**src/rtl/pe_res_pack.sv**
```systemverilog
// Result-buffer to DDR packer: streams a run of buffer words out as DDR write beats,
// optionally zeroing negative lanes, through a 2-entry registered output FIFO.
module pe_res_pack #(
   parameter int BUF_DEPTH = 256,
   parameter int ADDR_W    = $clog2(BUF_DEPTH),
   parameter int LANES     = 4,
   parameter int LANE_W    = 16,
   parameter int DDR_W     = 64
) (
   input  logic                      clk,
   input  logic                      rst,
   input  logic                      start,
   input  logic                      relu,
   input  logic [ADDR_W-1:0]         st_addr,
   input  logic [ADDR_W-1:0]         len_m1,
   output logic                      busy,
   output logic                      done,
   output logic                      buf_rd_en,
   output logic [ADDR_W-1:0]         buf_rd_addr,
   input  logic [LANES*LANE_W-1:0]   buf_rd_data,
   output logic [DDR_W-1:0]          ddr_data,
   output logic                      ddr_valid,
   input  logic                      ddr_ready
);

   generate
      if (DDR_W != LANES * LANE_W) begin : g_bad_width
         $error("pe_res_pack: DDR_W must equal LANES*LANE_W");
      end
   endgenerate

   typedef enum logic [1:0] {IDLE, RUN, DRAIN} state_t;

   state_t              r_state;
   state_t              w_state_nxt;
   logic [ADDR_W-1:0]   r_addr;
   logic [ADDR_W-1:0]   r_rem;
   logic                r_relu;
   logic                r_rd_vld_p1;
   logic [1:0]          r_cnt;
   logic [DDR_W-1:0]    r_head;
   logic [DDR_W-1:0]    r_tail;
   logic                r_done;

   logic                w_pop;
   logic                w_push;
   logic [2:0]          w_occ;
   logic                w_rd_ok;
   logic                w_rd_en;
   logic                w_last_rd;
   logic                w_last_beat;
   logic                w_start_ok;
   logic                w_tail_wr;
   logic [DDR_W-1:0]    w_din_p1;

   function automatic logic [DDR_W-1:0] relu_clamp(input logic [DDR_W-1:0] word);
      logic [DDR_W-1:0]         res;
      logic signed [LANE_W-1:0] lane;
      res = word;
      for (int i = 0; i < LANES; i++) begin
         lane = word[i*LANE_W +: LANE_W];
         if (lane < 0)
            res[i*LANE_W +: LANE_W] = '0;
      end
      return res;
   endfunction

   // Read issue: count entries already held plus the one landing next cycle, net of a pop.
   assign w_pop       = (r_cnt != 2'd0) && ddr_ready;
   assign w_push      = r_rd_vld_p1;
   assign w_occ       = {1'b0, r_cnt} + {2'b00, r_rd_vld_p1} - {2'b00, w_pop};
   assign w_rd_ok     = (w_occ < 3'd2);
   assign w_rd_en     = (r_state == RUN) && w_rd_ok;
   assign w_last_rd   = w_rd_en && (r_rem == '0);
   assign w_last_beat = (r_state == DRAIN) && w_pop && (r_cnt == 2'd1) && !r_rd_vld_p1;
   assign w_start_ok  = (r_state == IDLE) && start;

   always_comb begin
      w_state_nxt = r_state;
      case (r_state)
         IDLE:    if (start)       w_state_nxt = RUN;
         RUN:     if (w_last_rd)   w_state_nxt = DRAIN;
         DRAIN:   if (w_last_beat) w_state_nxt = IDLE;
         default:                  w_state_nxt = IDLE;
      endcase
   end

   always_ff @(posedge clk or negedge rst) begin
      if (!rst) begin
         r_state <= IDLE;
      end else begin
         r_state <= w_state_nxt;
      end
   end

   // Job parameters are captured once; the address walks with each issued read.
   always_ff @(posedge clk or negedge rst) begin
      if (!rst) begin
         r_addr <= '0;
         r_rem  <= '0;
         r_relu <= 1'b0;
      end else if (w_start_ok) begin
         r_addr <= st_addr;
         r_rem  <= len_m1;
         r_relu <= relu;
      end else if (w_rd_en) begin
         r_addr <= (r_addr == ADDR_W'(BUF_DEPTH - 1)) ? '0 : r_addr + ADDR_W'(1);
         r_rem  <= r_rem - ADDR_W'(1);
      end
   end

   // ---- stage p1: buffer data returns, optional clamp, FIFO entry ----
   assign w_din_p1 = r_relu ? relu_clamp(buf_rd_data) : buf_rd_data;

   always_ff @(posedge clk or negedge rst) begin
      if (!rst) begin
         r_rd_vld_p1 <= 1'b0;
         r_done      <= 1'b0;
      end else begin
         r_rd_vld_p1 <= w_rd_en;
         r_done      <= w_last_beat;
      end
   end

   always_ff @(posedge clk or negedge rst) begin
      if (!rst) begin
         r_cnt  <= 2'd0;
         r_head <= '0;
      end else begin
         case (r_cnt)
            2'd0: begin
               if (w_push) begin
                  r_head <= w_din_p1;
                  r_cnt  <= 2'd1;
               end
            end
            2'd1: begin
               if (w_push && w_pop) begin
                  r_head <= w_din_p1;
               end else if (w_push) begin
                  r_cnt <= 2'd2;
               end else if (w_pop) begin
                  r_cnt <= 2'd0;
               end
            end
            default: begin
               if (w_pop) begin
                  r_head <= r_tail;
                  r_cnt  <= w_push ? 2'd2 : 2'd1;
               end
            end
         endcase
      end
   end

   // Second slot only ever holds data behind a valid head, so it needs no reset.
   assign w_tail_wr = w_push && (((r_cnt == 2'd1) && !w_pop) || ((r_cnt == 2'd2) && w_pop));

   always_ff @(posedge clk) begin
      if (w_tail_wr)
         r_tail <= w_din_p1;
   end

   assign busy        = (r_state != IDLE);
   assign done        = r_done;
   assign buf_rd_en   = w_rd_en;
   assign buf_rd_addr = r_addr;
   assign ddr_data    = r_head;
   assign ddr_valid   = (r_cnt != 2'd0);

endmodule

```
**config.mk**
```make
export PLATFORM = sky130hd
export DESIGN_NAME = pe_res_pack
export DESIGN_NICKNAME = d
export VERILOG_FILES = /design/src/rtl/pe_res_pack.sv
export SDC_FILE = /design/constraint.sdc
export NUM_CORES = 1
export LEC_CHECK = 0
export CORE_MARGIN = 8
export CORE_UTILIZATION = 55
export CTS_BUF_LIST = sky130_fd_sc_hd__clkbuf_8
export CTS_CLUSTER_SIZE = 16
export DETAILED_ROUTE_END_ITERATION = 8
export PLACE_DENSITY = 0.92
export SLEW_MARGIN = 20
export SYNTH_ARGS = -nofsm -noshare
export SYNTH_HDL_FRONTEND = slang
export SYNTH_SLANG_ARGS = --single-unit
```
**constraint.sdc**
```tcl
create_clock -name clk -period 11.3 [get_ports clk]
set_input_delay 1.13 -clock clk [delete_from_list [all_inputs] [get_ports clk]]
set_output_delay 1.13 -clock clk [all_outputs]
set_load 0.02 [all_outputs]
```
[Word level (Yosys, flattened, before mapping)]
Cells that the tools add are included.
Storage, ports and cells
  register bits: 151
  input port bits: 85
  output and inout port bits: 76
  logic and storage cells: 79
Operators by class
  add/subtract/negate cells: 4
  $lt $le $gt $ge: 5
  equal/unequal tests: 12
  multiplexer cells: 25
  reductions and logical operators: 24
Operators by type and width (number)
  $mux 64: 4
  $pmux 64 s2: 1
  $lt 16x1->1 const B: 4
  $mux 16: 4
  $mux 8: 5
  $mux 2: 9
  $logic_and 1x1->1: 11
  $ne 2x2->1 const B: 5
  $add 8x1->8 const B: 1
  $eq 8x8->1 const B: 1
  $logic_not 8->1: 1
  $sub 8x1->8 const B: 1
  $pmux 2 s3: 1
  $reduce_and 3->1: 2
  $reduce_bool 2->1: 3
  $eq 2x1->1 const B: 2
  $eq 2x2->1 const B: 2
  $logic_not 2->1: 2
  $pmux 2 s2: 1
  $reduce_and 4->1: 1
  $add 2x1->3: 1
  $lt 3x2->1 const B: 1
  $ne 3x3->1 const B: 1
  $reduce_bool 3->1: 1
  4 further kinds: 5

[Logic depth before layout (Yosys ltp)]
Gate-level depths: netlist of run 1.
  depth after elaboration: 8
  depth in mapped cells: 11
  depth with buffers taken out: 9

[Worst setup path after synthesis of run 1]
Ideal clock, no wire load.
  kind: input -> register
  start: input ddr_ready
  end: register r_tail[0] (enable)
  setup time: 0.494 ns
  data arrival time: 4.306 ns
  required time: 10.806 ns
  slack: 6.500 ns
  stages: 3
  buffers on the path: 0
  cell sequence: nor2b_1 -> a21oi_1 -> nor2b_1
On the way
  cells in the longest elaborated chain, start to end: 5
  elaborated cells on any way between the ends: 6
  those cells by class: 6 x reduce/logical
Ends and longest elaborated chain
  from (decl): line 23  | input logic ddr_ready
  $logic_and 1x1->1 *: line 69  | assign w_pop = (r_cnt != 2'd0) && ddr_ready;
  $logic_not 1->1: line 157  | assign w_tail_wr = w_push && (((r_cnt == 2'd1) && !w_pop) || ((r_cnt == 2'd2) && w_pop));
  $logic_and 1x1->1: line 157
  $logic_or 1x1->1 *: line 157
  $logic_and 1x1->1 *: line 157
  via w_tail_wr: line 53  | logic w_tail_wr;
  to (signal assigned): line 161  | r_tail <= w_din_p1;
  to (decl): line 42  | logic [DDR_W-1:0] r_tail;
Mark *: on every way through the listed nets, which the timed path passes. The rest lies on a longest branch.
A chain may end at the register's enable or synchronous reset.

[Final worst setup path of run 1]
  start: input ddr_ready
  end: output buf_rd_en
On the way
  cells in the longest elaborated chain, start to end: 4
Ends and longest elaborated chain
  $logic_and 1x1->1: line 69
  $sub 3x1->3: line 71  | assign w_occ = {1'b0, r_cnt} + {2'b00, r_rd_vld_p1} - {2'b00, w_pop};
  $lt 3x2->1: line 72  | assign w_rd_ok = (w_occ < 3'd2);
  $logic_and 1x1->1: line 73  | assign w_rd_en = (r_state == RUN) && w_rd_ok;
  to (decl): line 18  | output logic buf_rd_en,
No other way between the ends.

==> metrics, run 1 <==
Max VDD drop 0.154 mV; CP Buf/Inv Count 3; CTS buffer count 17; core area 0.0119 mm^2; register area share after synthesis 61.5%; design area 0.00876 mm^2; Area after DPL 0.00836 mm^2; count leader, synth nand2_1; Hold Path Sink ddr_data[31]; worst rel slew slack 26.7%; Yosys warnings 0; Power per Cell Area 285 mW/mm^2; diode count 0; Clock Tree Buf Depth 2; min-delay src ddr_data[31]; Synthesized Nets 652; largest net degree at the start of global routing 75; grt ovf 0; clock sink count 151; Vias/cell 5.74; routability cong. 0.847; Mapped Cells 564; CP peak stage delay 0.65 ns; worst-skew pair later-pin latency 0.45 ns; r2r endpoint r_rem[6]; final core occ 73.5%; chip width 126 um; library cells used by synthesis 49; mux contribution to synthesized area 9.76%; Top Family by Delay on Critical Path buffers and inverters; top-area cell type share of the netlist area 32.7%; Critical Path Slowest Stage Cell clkdlybuf4s50_1; Clock transition at path regs 0.07 ns; Initial Util 56.0%; CTS resizes 0; hold buffers post-CTS 0; final-layout fill cell count 807; Pleak 3.70 nW; wire length of the first global-routing pass 27400 um; adder-cell share of the synthesized area 0.676%; CP required 10.17 ns; DRT Pass-1 Iters 5; DR DRC count 0; Synth Area in Compound Gates 14.7%; final max-slew violation count 0; Setup violations, final 0; R2R depth 8; Top Ports 161; FP Rows 40; layout cells sized above 1 6.34%; total global-route track usage 21.6%; Yosys reg bits 151; worst r2r src r_cnt[1]; Hold Path Class reg -> reg; routed len/inst 19.5 um; Final Hold Viols 0; fin crit period 5.22 ns; critical path data arrival time 4.09 ns; final period utilization 46.2%; hold depth 2; syn_area_per_cell 11.8 um^2; critical-path cell list clkdlybuf4s50_1 > nand2_1 > nor2_1 > o21ai_0 > fa_1 > and3b_1 > nand2_2 > inv_1 > clkdlybuf4s50_1; main flop type after synthesis dfrtp_1; Max Fclk 0.191 GHz; xor and xnor area share after synthesis 1.20%; Synth async-reset ratio 57.6%; CP Capture Type primary output; ANT nets after route 0; largest family of logic cells by synthesized area compound AO/OA/AOI/OAI gates; Hold WS 0.483 ns; final net count 801; Post-CTS Setup Inserts 0; DIE AREA 0.0159 mm^2; Post-synth EDFFs 64; final wirelength 17000 um; H-tree levels 4; Clock Skew 0.0138 ns; Iter 0 DRT Violations 366; commonest cells in the synthesized netlist 92 x nand2_1, 87 x dfrtp_1, 66 x o21ai_0; Synth area leader dfrtp_1; outcome completed; Startpoint Class input port; R2R Setup Slk 8.34 ns; Post-Synth Simple-Gate Area 9.55%; Syn-to-layout area delta 31.3%; Post-DP HPWL 11500 um; Slew @ Worst Pin 1.10 ns; antenna violations before repair 0; critical path's most frequent cell clkdlybuf4s50_1; top post-synthesis cells by area dfrtp_1 33%, edfxtp_1 29%, mux2i_1 9.8%; mapped cell area 0.00667 mm^2; Die H 126 um; TritonCTS clock tree yes; crit-path max FO 8; port bufs 160; max cap viols 0; RSZ-0062 raised after global routing no; CTS root buffer clkbuf_8; critical path class in -> out; Vias 5014; Setup TNS Final 0 ns; vias in the first global route 5295
==> logic make-up (layout without fill, tap and decap cells) <==
logic type                 count (synthesis)  in the layout
and+or+nand+nor                          140            140
DFF                                      151            151
xor gates and xnor gates                   7              7
AOI/OAI and AO/OA                        156            156
muxes                                     65             65
buffers and inverters                     42            204
adders and majority gates                  3              3
==> flip-flops by register name (all words and copies together) (netlist names) <==
name,flops
buf_rd_addr,8
ddr_data,64
r_relu,1
r_state,2
r_tail,64
done,1
r_rd_vld_p1,1
r_cnt,2
r_rem,8
==> per-stage QoR <==
| step | cells | power, mW | setup WS (ns) |
|---|---|---|---|
| floorplan | 564 | 1.64 | 6.50 |
| global placement | 840 | 2.06 | 6.23 |
| detailed placement | 840 | 2.11 | 6.12 |
| CTS | 872 | 2.51 | 6.08 |
| global route | 873 | 2.64 | 5.87 |
| finish | 873 | 2.50 | 6.08 |
==> placed cells by master (no fill, tap or decap), drive strengths merged, types with 2 or more instances in the layout <==
cell type,synthesis,routed
nand3,7,7
o22ai,4,4
edfxtp,64,64
o21ai,74,74
nor2,8,8
a21oi,4,4
nand4,2,2
nor3,5,5
a211o,2,2
nand2b,2,2
nand2,93,93
buf,18,7
bufinv,0,2
a21boi,60,60
inv,6,8
nor4,4,4
mux2i,65,65
and3,2,2
xnor2,5,5
o211ai,3,3
dfrtp,87,87
clkbuf,18,18
clkinv,0,10
ha,2,2
xor2,2,2
clkdlybuf4s50,0,159
nor2b,9,9
==> worst min-delay path: stages, from the launching register on <==
cell     delay [ns]
dfrtp_1        0.34
nand2_1        0.05
o21ai_0        0.06
==> report_power, final <==
part / internal (mW) / switching (mW) / total, mW / leakage [nW]
Clock: 0.196 / 0.193 / 0.390 / 0.209
Combinational: 0.494 / 0.667 / 1.16 / 1.82
Sequential: 0.787 / 0.160 / 0.947 / 1.67
==> worst max-delay path by stage <==
stage,start,to,depth (start not counted)
floorplan,ddr_ready,r_tail[0],3
finish,ddr_ready,buf_rd_en,9
CTS,ddr_ready,buf_rd_en,9
global placement,ddr_ready,buf_rd_en,9
global route,ddr_ready,buf_rd_en,9
detailed placement,ddr_ready,buf_rd_en,9
==> cell type report <==
type	count	area (um^2)	share of cell area [%]
clock inverter	14	120	1.37
multi-input combinational	371	2420	27.7
tap	147	184	2.10
timing repair buffer	166	1660	18.9
clock buffer	18	248	2.83
sequential	151	4100	46.8
inverter	6	23.8	0.272
==> routing by layer <==
metal	vias to the layer above	GRT usage, %	wire [um]
li1	2332	-	-
met1	2483	25.6	7120
met2	169	36.7	8750
met3	30	5.15	811
met4	0	9.77	362
met5	-	0	0
No activity file was read; power rests on OpenSTA's default activity.
==> inputs of run 2 (changes only) <==
--- a/config.mk
+++ b/config.mk
@@ -6,11 +6,11 @@
 export NUM_CORES = 1
 export LEC_CHECK = 0
 export CORE_MARGIN = 8
-export CORE_UTILIZATION = 55
+export CORE_UTILIZATION = 46
 export CTS_BUF_LIST = sky130_fd_sc_hd__clkbuf_8
 export CTS_CLUSTER_SIZE = 16
 export DETAILED_ROUTE_END_ITERATION = 8
-export PLACE_DENSITY = 0.92
+export PLACE_DENSITY = 0.83
 export SLEW_MARGIN = 20
 export SYNTH_ARGS = -nofsm -noshare
 export SYNTH_HDL_FRONTEND = slang
==> constraint.sdc (replaced) <==
create_clock -name clk -period 4.4 [get_ports clk]
set_input_delay 0.44 -clock clk [delete_from_list [all_inputs] [get_ports clk]]
set_output_delay 0.44 -clock clk [all_outputs]
set_load 0.02 [all_outputs]
==> run 2 against run 1 <==
  * Combinational power grew to 2.5 times the previous value
  * Die area grew 17%
  * Setup slack worse by 5.7 ns
  * Flip-flop and latch count is the same
  * Critical path type is now reg -> out
  * Critical endpoint unchanged
==> metrics, run 2 (synthesized netlist as in run 1, its figures left out) <==
FP Rows 44 (+10%); most common cell after layout, fill and taps aside clkdlybuf4s50_1; Area after DPL 0.00841 mm^2 (+0.55%); Max VDD drop 0.393 mV (+160%); Top Ports 161 (unchanged); CTS root buffer clkbuf_8; Setup TNS Final 0 ns (unchanged); wire length of the first global-routing pass 25600 um (-6.6%); outcome completed; antenna violations before repair 0 (unchanged); H-tree levels 4 (unchanged); DRT Pass-1 Iters 5 (unchanged); chip width 136 um (+8.2%); DR DRC count 0 (unchanged); Hold Path Class reg -> reg; design area 0.00878 mm^2 (+0.30%); crit-path max FO 9 (+1); commonest non-fill, non-tap cells in the layout 159 x clkdlybuf4s50_1, 92 x nand2_1, 86 x dfrtp_1, 66 x o21ai_0, 65 x mux2i_1; Critical Path Slowest Stage Cell dfrtp_1; final wirelength 16000 um (-6.3%); diode count 0 (unchanged); Vias/cell 5.33 (-7.1%); RSZ-0062 raised after global routing no; Clock Skew 0.0146 ns (+0.000776 ns); DIE AREA 0.0186 mm^2 (+17%); grt ovf 0 (unchanged); Setup crit end buf_rd_en; CP peak stage delay 0.68 ns (+0.03 ns); Top Family by Delay on Critical Path buffers and inverters; Max Fclk 0.252 GHz; layout cells sized above 1 5.79% (-0.55 points); r2r endpoint r_rem[2]; Syn-to-layout area delta 31.7%; worst-skew pair later-pin latency 0.44 ns (about the same); CP required 3.96 ns (-6.21 ns); Reg area 0.00410 mm^2 (unchanged); Startpoint Class flop; final core occ 61.1% (-12 points); ANT nets after route 0 (unchanged); area of the multi-input gates 0.00242 mm^2 (-0.26%); port bufs 160 (unchanged); final-layout fill cell count 1120 (+39%); Iter 0 DRT Violations 294 (-20%); Vias 4854 (-3.2%); Slew @ Worst Pin 1.15 ns (+0.0475 ns); total global-route track usage 17.5% (-4.1 points); Pleak 3.68 nW (-0.50%); max cap viols 0 (unchanged); critical-path cell list nand2_1 > nor2_1 > o21ai_0 > fa_1 > and3b_1 > nand2_2 > inv_1 > clkdlybuf4s50_1; Initial Util 46.4% (-9.6 points); Power per Cell Area 720 mW/mm^2 (+150%); total power 6.33 mW (+150%); critical path class reg -> out; TritonCTS clock tree yes; Final Hold Viols 0 (unchanged); vias in the first global route 5007 (-5.4%); Post-DP HPWL 10900 um (-5.6%); Die H 136 um (+8.2%); routed len/inst 17.6 um (-10%); final period utilization 90.3%; WP depth 8 (-1); Clock transition at path regs 0.08 ns (about the same); Clock Tree Buf Depth 2 (unchanged); routability cong. 0.819 (-3.3%); R2R Setup Slk 1.52 ns (-6.82 ns); largest net degree at the start of global routing 129 (+72%); final net count 801 (unchanged); fin crit period 3.98 ns; critical path data arrival time 3.54 ns (-0.55 ns); CP Buf/Inv Count 2 (-1); Crit. Startpoint r_cnt[1]; Post-CTS Setup Inserts 0 (unchanged); R2R depth 9 (+1); core area 0.0144 mm^2 (+21%); clock sink count 151 (unchanged); min-delay src ddr_data[1]; final max-slew violation count 0 (unchanged); worst r2r src r_cnt[1]; worst rel slew slack 23.5% (-3.2 points); Hold WS 0.480 ns (-0.00268 ns); CTS buffer count 17 (unchanged); CP Capture Type primary output; Setup violations, final 0 (unchanged)
-- run 2: cell types whose count changed in the layout (fill, tap and decap cells not counted), sizes merged --
cell and change:
dlygate4sd3 +1, clkbuf -1, clkinv -2, clkinvlp +2
inv +1, buf -1
-- run 2: worst min-delay path by stage --
stage / end / slack [ns] / cells after the start
final: ddr_data[1] / 0.48 / 2
after global routing: ddr_data[24] / 0.51 / 2
after global placement: ddr_data[3] / 0.46 / 2
after CTS: ddr_data[48] / 0.49 / 2
after floorplan: buf_rd_addr[0] / 0.14 / 0
after detailed placement: ddr_data[48] / 0.47 / 2
-- run 2: per-stage QoR --
| step | setup slack, ns | std cells |
|---|---|---|
| after floorplan | 0.134 | 564 |
| after global placement | 0.668 | 877 |
| after detailed placement | 0.588 | 877 |
| after CTS | 0.378 | 910 |
| after global routing | 0.205 | 910 |
| final | 0.425 | 910 |
-- run 2: what timing repair did --
item,4_1_cts,5_1_grt
resized for setup,0,0
hold endpoints to repair,10,0
hold buffers,1,0
-- run 2: power breakdown --
part	switching (mW)	internal, mW	total (mW)
clock	0.506	0.487	0.993
sequential	0.395	2.02	2.42
combinational	1.65	1.26	2.92
-- run 2: metal layers --
| layer | track usage, % | up-vias | wire (um) |
|---|---|---|---|
| li1 | - | 2328 | - |
| met5 | 0 | - | 0 |
| met3 | 3.95 | 26 | 906 |
| met1 | 21.6 | 2347 | 6760 |
| met4 | 8.18 | 0 | 354 |
| met2 | 28.7 | 153 | 7950 |
-- run 2: worst min-delay path, cell delays in order (launching register included) --
cell and delay (ns):
dfrtp_1 0.35, nand2_1 0.04, o21ai_0 0.06
-- run 2: final cells by class --
type,instances,share of cell area [%]
multi-input combinational,371,27.5
timing repair buffer,166,18.8
clock buffer,17,2.66
inverter,6,0.271
tap,184,2.62
clock inverter,15,1.44
sequential,151,46.7
==> inputs of run 3 (changes only) <==
--- a/config.mk
+++ b/config.mk
@@ -11,6 +11,7 @@
 export CTS_CLUSTER_SIZE = 16
 export DETAILED_ROUTE_END_ITERATION = 8
 export PLACE_DENSITY = 0.83
+export SKIP_CTS_REPAIR_TIMING = 1
 export SLEW_MARGIN = 20
 export SYNTH_ARGS = -nofsm -noshare
 export SYNTH_HDL_FRONTEND = slang
==> run 3 against run 2 <==
  * Critical path depth stayed put
  * Via count hardly changed
  * Clock skew hardly changed
  * First-iteration DRC count is 5.8% higher
  * Core utilization is 0.070 points lower
  * Setup slack worse by 0.0018 ns
  * Sequential power hardly changed
  * Flip-flop and latch count stayed put
  * Final cell count is 0.11% lower
  * Clock power hardly changed
  * Clock-buffer cell count stayed put
  * Critical path type unchanged
  * Critical endpoint unchanged
  * Largest cell class unchanged
==> metrics, run 3 (synthesized netlist as in run 1, its figures left out) <==
DR DRC count 0 (unchanged); DIE AREA 0.0186 mm^2 (unchanged); Setup TNS Final 0 ns (unchanged); Post-DP HPWL 10900 um (unchanged); Syn-to-layout area delta 31.6%; Hold Path Class in -> async; DRT Pass-1 Iters 5 (unchanged); post-place setup slack 0.588 ns (unchanged); Clock Skew 0.0147 ns (+0.0000723 ns); Max VDD drop 0.394 mV (+0.20%); routability cong. 0.819 (unchanged); Final Worst Setup Slack 0.423 ns (-0.00179 ns); critical path data arrival time 3.54 ns (about the same); Clock Tree Buf Depth 2 (unchanged); Slew @ Worst Pin 1.14 ns (-0.00891 ns); commonest non-fill, non-tap cells in the layout 159 x clkdlybuf4s50_1, 92 x nand2_1, 86 x dfrtp_1, 66 x o21ai_0, 65 x mux2i_1; Area after DPL 0.00841 mm^2 (unchanged); CTS buffer count 17 (unchanged); final wirelength 15900 um (-0.23%); chip width 136 um (unchanged); Max Fclk 0.251 GHz (about the same); critical path class reg -> out; crit-path max FO 9 (unchanged); Vias 4857 (+0.062%); antenna violations before repair 0 (unchanged); Initial Util 46.4% (unchanged); Clock transition at path regs 0.08 ns (about the same); total global-route track usage 17.5% (about the same); CP Capture Type primary output; FP Rows 44 (unchanged); H-tree levels 4 (unchanged); design area 0.00877 mm^2 (-0.11%); final-layout fill cell count 1121 (+0.089%); ANT nets after route 0 (unchanged); final net count 800 (-0.12%); worst rel slew slack 24.1% (+0.59 points); Pleak 3.67 nW (-0.11%); final period utilization 90.4% (about the same); largest net degree at the start of global routing 129 (unchanged); most common cell after layout, fill and taps aside clkdlybuf4s50_1; Die H 136 um (unchanged); wire length of the first global-routing pass 25600 um (about the same); port bufs 160 (unchanged); Power per Cell Area 721 mW/mm^2 (about the same); worst-skew pair later-pin latency 0.44 ns (about the same); final core occ 61.1% (-0.070 points); diode count 0 (unchanged); grt ovf 0 (unchanged); routed len/inst 17.5 um (-0.12%); final max-slew violation count 0 (unchanged); core area 0.0144 mm^2 (unchanged); Iter 0 DRT Violations 311 (+5.8%); Vias/cell 5.34 (+0.17%); RSZ-0062 raised after global routing no; max cap viols 0 (unchanged); fin crit period 3.98 ns (+0.00179 ns); CTS root buffer clkbuf_8; Setup violations, final 0 (unchanged); Top Ports 161 (unchanged); layout cells sized above 1 5.79% (+0.0080 points); Final Hold Viols 0 (unchanged); clock sink count 151 (unchanged); TritonCTS clock tree yes; outcome completed; CP required 3.96 ns (about the same); vias in the first global route 5003 (-0.080%); Startpoint Class flop
==> run 3: layout make-up <==
class / count / area, um^2 / area share (%)
tap: 184 / 230 / 2.62
sequential: 151 / 4100 / 46.7
clock inverter: 15 / 126 / 1.44
inverter: 6 / 23.8 / 0.271
timing repair buffer: 165 / 1640 / 18.7
clock buffer: 17 / 234 / 2.67
multi-input combinational: 371 / 2420 / 27.6
==> run 3: path summary, 6_finish.rpt <==
check,start,endpoint,slack [ns],depth (start not counted)
setup reg to reg,r_cnt[1],r_rem[2],1.52,9
max in group asynchronous,rst,ddr_data[63],3.38,2
min in group clk,ddr_data[1],ddr_data[1],0.48,2
hold / removal,rst,ddr_data[13],0.007,1
hold reg to reg,ddr_data[1],ddr_data[1],0.48,2
setup / recovery,r_cnt[1],buf_rd_en,0.42,8
==> run 3: worst max-delay path: stages, from the launching register on <==
cell and delay [ns]:
dfrtp_1 0.68, nand2_1 0.11, nor2_1 0.25, o21ai_0 0.15, fa_1 0.51, and3b_1 0.32
nand2_2 0.18, inv_1 0.23, clkdlybuf4s50_1 0.66
==> run 3: power breakdown <==
group | internal, mW | total, mW | switching (mW)
logic | 1.26 | 2.92 | 1.66
registers | 2.02 | 2.41 | 0.394
clock network | 0.487 | 0.991 | 0.504
==> run 3: metrics by stage <==
stage / instances / hold WS [ns] / power, mW
3_3_place_gp: 877 / 0.462 / 5.27
4_1_cts: 909 / -0.00603 / 6.39
6_report: 909 / 0.00738 / 6.32
5_1_grt: 909 / 0.0302 / 6.73
3_5_place_dp: 877 / 0.471 / 5.38
2_1_floorplan: 564 / 0.144 / 4.20
==> run 3: per-layer routing <==
metal	track usage [%]	routed length [um]
met3	3.95	886
met2	28.6	7930
met5	0	0
met4	8.18	366
met1	21.5	6750
